**src/rtl/dot_collect_25_pkg.sv**
```systemverilog
// Shared constants and state encoding for the dot_collect_25 slice collector.
package dot_collect_25_pkg;

  // Width of one upstream dot-product result (two's complement).
  localparam int unsigned DataLen = 16;

  typedef enum logic [1:0] {
    StIdle = 2'd0,
    StLoad = 2'd1,
    StGap  = 2'd2,
    StDone = 2'd3
  } state_e;

endpackage

```
**src/rtl/dot_collect_25_relu_sat.sv**
```systemverilog
// Combinational clamp of a signed value to zero when negative.
// Active only when DOT_COLLECT_RELU_EN is defined; otherwise a pass-through.
module dot_collect_25_relu_sat #(
  parameter int unsigned Width = 16
) (
  input  logic [Width-1:0] d,
  output logic [Width-1:0] q
);

`ifdef DOT_COLLECT_RELU_EN
  assign q = d[Width-1] ? '0 : d;
`else
  assign q = d;
`endif

endmodule

```
**src/rtl/dot_collect_25.sv**
```systemverilog
// Steps the upstream slice select, collects one scalar per slice into a flat slot
// buffer and hands the packed vector downstream. Optional ReLU via DOT_COLLECT_RELU_EN.
module dot_collect_25
  import dot_collect_25_pkg::*;
#(
  parameter int unsigned NCS = 12
) (
  input  logic                   clk,
  input  logic                   rst_n,
  input  logic                   start,
  input  logic                   dot_valid,
  input  logic [DataLen-1:0]     dot_q,
  output logic [3:0]             cs,
  output logic                   load,
  output logic                   busy,
  output logic                   out_valid,
  input  logic                   out_ready,
  output logic [NCS*DataLen-1:0] out_data
);

  state_e                 state_q, state_d;
  logic [3:0]             cs_q, cs_d;
  logic                   first_q, first_d;
  logic                   load_q, busy_q, out_valid_q;
  logic [NCS*DataLen-1:0] slots_q, slots_d;
  logic [DataLen-1:0]     relu_q;
  logic                   capture;
  logic                   last_slice;

  dot_collect_25_relu_sat #(
    .Width (DataLen)
  ) u_relu_sat (
    .d (dot_q),
    .q (relu_q)
  );

  // The first LOAD cycle is blind so a valid left over from the previous slice is dropped.
  assign capture    = (state_q == StLoad) && dot_valid && !first_q;
  assign last_slice = (cs_q == 4'(NCS - 1));

  always_comb begin
    state_d = state_q;
    cs_d    = cs_q;
    first_d = first_q;
    slots_d = slots_q;
    unique case (state_q)
      StIdle: begin
        if (start) begin
          state_d = StLoad;
          cs_d    = '0;
          first_d = 1'b1;
        end
      end
      StLoad: begin
        first_d = 1'b0;
        if (capture) begin
          slots_d[cs_q*DataLen +: DataLen] = relu_q;
          state_d = last_slice ? StDone : StGap;
        end
      end
      StGap: begin
        cs_d    = cs_q + 4'd1;
        first_d = 1'b1;
        state_d = StLoad;
      end
      StDone: begin
        if (out_ready) begin
          state_d = StIdle;
          cs_d    = '0;
        end
      end
      default: state_d = StIdle;
    endcase
  end

  always_ff @(posedge clk or negedge rst_n) begin
    if (!rst_n) begin
      state_q     <= StIdle;
      cs_q        <= '0;
      first_q     <= 1'b0;
      load_q      <= 1'b0;
      busy_q      <= 1'b0;
      out_valid_q <= 1'b0;
      slots_q     <= '0;
    end else begin
      state_q     <= state_d;
      cs_q        <= cs_d;
      first_q     <= first_d;
      // Outputs are flopped from the next state so they track state_q exactly.
      load_q      <= (state_d == StLoad);
      busy_q      <= (state_d != StIdle);
      out_valid_q <= (state_d == StDone);
      slots_q     <= slots_d;
    end
  end

  assign cs        = cs_q;
  assign load      = load_q;
  assign busy      = busy_q;
  assign out_valid = out_valid_q;
  assign out_data  = slots_q;

endmodule

```
**config.mk**
```make
export PLATFORM = sky130hd
export DESIGN_NAME = dot_collect_25
export DESIGN_NICKNAME = d
export VERILOG_FILES = /design/src/rtl/dot_collect_25_pkg.sv /design/src/rtl/dot_collect_25_relu_sat.sv /design/src/rtl/dot_collect_25.sv
export SDC_FILE = /design/constraint.sdc
export NUM_CORES = 1
export LEC_CHECK = 0
export ABC_CLOCK_PERIOD_IN_PS = 3000
export CORE_MARGIN = 10
export CORE_UTILIZATION = 40
export CTS_BUF_LIST = sky130_fd_sc_hd__clkbuf_8
export DETAILED_ROUTE_END_ITERATION = 10
export PLACE_DENSITY_LB_ADDON = 0.3
export SYNTH_ARGS = -nofsm -noshare
export SYNTH_HDL_FRONTEND = slang
export SYNTH_SLANG_ARGS = --single-unit
export TNS_END_PERCENT = 100
```
**constraint.sdc**
```tcl
create_clock -name clk -period 3 [get_ports clk]
set_input_delay 0.9 -clock clk [delete_from_list [all_inputs] [get_ports clk]]
set_output_delay 0.9 -clock clk [all_outputs]
set_load 0.005 [all_outputs]
```
==> key figures <==
Status
  – Status: finished clean

Global routing
  – All-Layer GR Usage: 0.181
  – Vias in the first global route: between 6000 and 7000
  – Pin count of the biggest net entering global routing: 76
  – Initial antenna violation count: 0
  – GR Overflow Total: 0
  – First-pass GRT wire length: between 30000 and 40000 µm

Route
  – DRC viols: 0
  – Antenna-violating nets left: 0
  – Total Wirelength: ~24000 µm
  – Drt pass-1 iters: 4
  – DR vias: 5548
  – Via density: 4.99
  – DR iter-0 viols: around 220
  – Routed wire per std cell: approximately 22 µm

Flow run
  – Max-cap violations: 0

Clock network
  – Total CTS buffers: 36
  – Clock transition at path regs: 60 ps
  – CTS root buf: clkbuf_8
  – CTS tree: built
  – CTS Hold Bufs: 0
  – H-tree level count: 2
  – Clk Latency, worst-skew pair: roughly 520 ps
  – Setup repair bufs after CTS: 0
  – CTS sink cnt: just over 200
  – Clk buf depth: 3
  – Post-cts resize count: 0

Power
  – Clk pwr share: 0.310
  – Switching Fraction: 0.297
  – VDD IR max: between 0.0004 and 0.0005 V
  – Combinational share of power: 0.277
  – Leak: 0.00546 µW
  – P_int: approximately 5800 µW
  – Seq pwr share: 0.413
  – Switching pwr: roughly 2500 µW
  – PD cells: slightly above 700 nW/µm²

Floorplan
  – Row cnt: 51
  – Initial Util: 0.411
  – Core Box Area: ~20000 µm²
  – Die Y: 162 µm
  – Die ar.: between 20000 and 30000 µm²
  – Io pins: 220
  – Die W: between 150 and 200 µm

Timing
  – Headroom to the max-slew limit: 0.577
  – Period utilisation layout: 0.835
  – Final hold violation count: 0
  – Max-slew violations: 0
  – Tightest hold margin: 389 ps
  – RSZ-0062 raised after global routing: no
  – Setup-failing EPs final: 0
  – Clock skew: ~21 ps
  – Setup tns final: 0 ps
  – Worst-margin pin slew: about 630 ps
  – Fmax: around 400 MHz
  – Min Tclk post-route: 2500 ps

Layout
  – Synth-to-layout area growth: 41.4%
  – Layout Nets: around 850
  – Antenna cells: 0
  – Final std cells w/o fill: 1112
  – FF/Latch Area: between 5000 and 6000 µm²
  – # fillers: ~1600
  – Share of cells above drive strength 1: 0.270
  – Util after Layout: 0.581
  – Multi-input gate area: 2800 µm²

Critical path
  – Critical path class: reg -> reg
  – Critical path data arrival time: 2900 ps
  – Critical Path Fanout Max: 10
  – WP data required: between 3000 and 4000 ps
  – Startpoint Class: flop
  – Worst setup EP type: flop

Logic synthesis
  – Synth Area in XOR/XNOR: 0.00217
  – Post-Syn Area: between 8000 and 9000 µm²
  – Synth async-reset ratio: 1.00
  – Post-synthesis mux area share: 0.236
  – Adder-Cell Fraction of Synth Area: 0.00465
  – Average size of a mapped cell: 13.9 µm²
  – Main combinational cell family by area after synthesis: multiplexers
  – Number of synthesized flops with an enable pin: 0
  – Count of cell types in the netlist: 43
  – Cells after synthesis: about 580
  – Synth Area in Simple Gates: 0.0789
  – Post-synthesis sequential area ratio: 0.626
  – Compound-Gate Fraction of Synth Area: 0.0242
  – Main synth FF type: dfrtp_1
  – Post-Syn Nets: a little over 600
  – Synth Warn #: 0
  – #FFs+latches synth: a little over 200

Place
  – Placed cells: between 1000 and 1500
  – Final GP Congestion: 0.833
  – Placed wire-length estimate: between 15000 and 20000 µm
  – Port Buffer Count: about 220

Min path
  – Hold Path Class: in -> async
-- registers in the layout, indices dropped and copies added, names as in the netlist --
register / flops
out_data: 192
cs: 4
state_q: 2
busy: 1
first_q: 1
load: 1
out_valid: 1
-- logic make-up (layout without fill, tap and decap cells) --
kind of cell / Yosys count / count (layout)
flip-flops: 202 / 202
multiplexers: 170 / 170
AND/OR/NAND/NOR: 119 / 119
buffers and inverters: 50 / 316
AO/OA/AOI/OAI: 35 / 35
adder cells (fa/ha/maj): 3 / 3
XOR/XNOR: 2 / 2
-- cell usage after synthesis, types with 2 or more instances --
library cell,instances,area (µm²)
dfrtp_1,202,5050
mux2_2,141,1590
nand2_1,55,206
o21ai_0,28,140
mux2_1,25,282
and2_1,18,113
clkbuf_1,17,63.8
buf_2,12,60.1
inv_1,9,33.8
buf_1,6,22.5
nor2_1,6,22.5
nor3_1,6,30.0
and3_1,5,31.3
nor2b_1,5,31.3
mux2i_1,4,40.0
nand2b_1,4,25.0
clkbuf_2,3,15.0
ha_1,3,37.5
nand3_1,3,15.0
nand4_1,3,18.8
nor2_2,3,18.8
buf_6,2,22.5
-- through the flow --
stage          worst slack [ps]  power, µW  area [µm²]
3_3_place_gp                135       5660       10700
6_report                    496       8280       11400
2_1_floorplan               499       4420        8080
3_5_place_dp               59.9       5770       10700
4_1_cts                     494       8390       11400
5_1_grt                     329       8750       11400
-- power groups by stage --
stage	combinational, µW	sequential (µW)	clock [µW]
6_report	2290	3420	2570
5_1_grt	2510	3470	2770
4_1_cts	2330	3420	2640
3_5_place_dp	2320	3460	0
3_3_place_gp	2240	3430	0
2_1_floorplan	1000	3420	0
-- layout by cell type, fill, tap and decap left out, types with 3 or more instances in the layout --
cell             synthesis  layout
inv_1                    9      21
buf_4                    1      19
clkbuf_8                 0      48
mux2_1                  25      25
nor2b_1                  5       5
mux2i_1                  4       4
buf_12                   0       6
nand2b_1                 4       4
mux2_2                 141     141
dfrtp_1                202     202
nor2_1                   6       6
and3_1                   5       5
o21ai_0                 28      28
nor2_2                   3       3
nor3_1                   6       5
nand2_1                 55      55
ha_1                     3       3
and2_1                  18      18
nand3_1                  3       3
nand4_1                  3       3
clkdlybuf4s50_1          0     218
-- final cells by class --
class | count | area share
sequential | 202 | 0.443
multi-input combinational | 329 | 0.245
timing repair buffer | 244 | 0.215
clock buffer | 47 | 0.0566
tap | 265 | 0.0290
clock inverter | 16 | 0.00833
inverter | 9 | 0.00296
-- critical path, stage by stage (launching register included) --
cell and delay [ps]:
dfrtp_1 450, buf_4 190, inv_1 50, ha_1 370, or3_1 460, nor4_4 270, buf_4 250, mux2_1 350
-- final timing paths --
path / from / to / slack (ps) / cells after the start
min reg2reg: out_data[3] / out_data[3] / 480 / 2
max: cs[0] / out_data[73] / 500 / 7
max in group asynchronous: rst_n / out_data[72] / 1820 / 2
min in group clk: out_data[3] / out_data[3] / 480 / 2
min: rst_n / out_data[18] / 390 / 1
max reg2reg: cs[0] / out_data[73] / 500 / 7
-- routing by layer --
metal | routed length [µm] | up-vias | track usage | share of wire
li1 | - | 2490 | - | -
met4 | 420 | 0 | 0.0583 | 0.017
met1 | 9520 | 2818 | 0.214 | 0.39
met3 | 2320 | 34 | 0.0602 | 0.096
met2 | 11900 | 206 | 0.303 | 0.49
met5 | 0 | - | 0 | 0
Note: power is estimated with default switching activity, not from simulation.
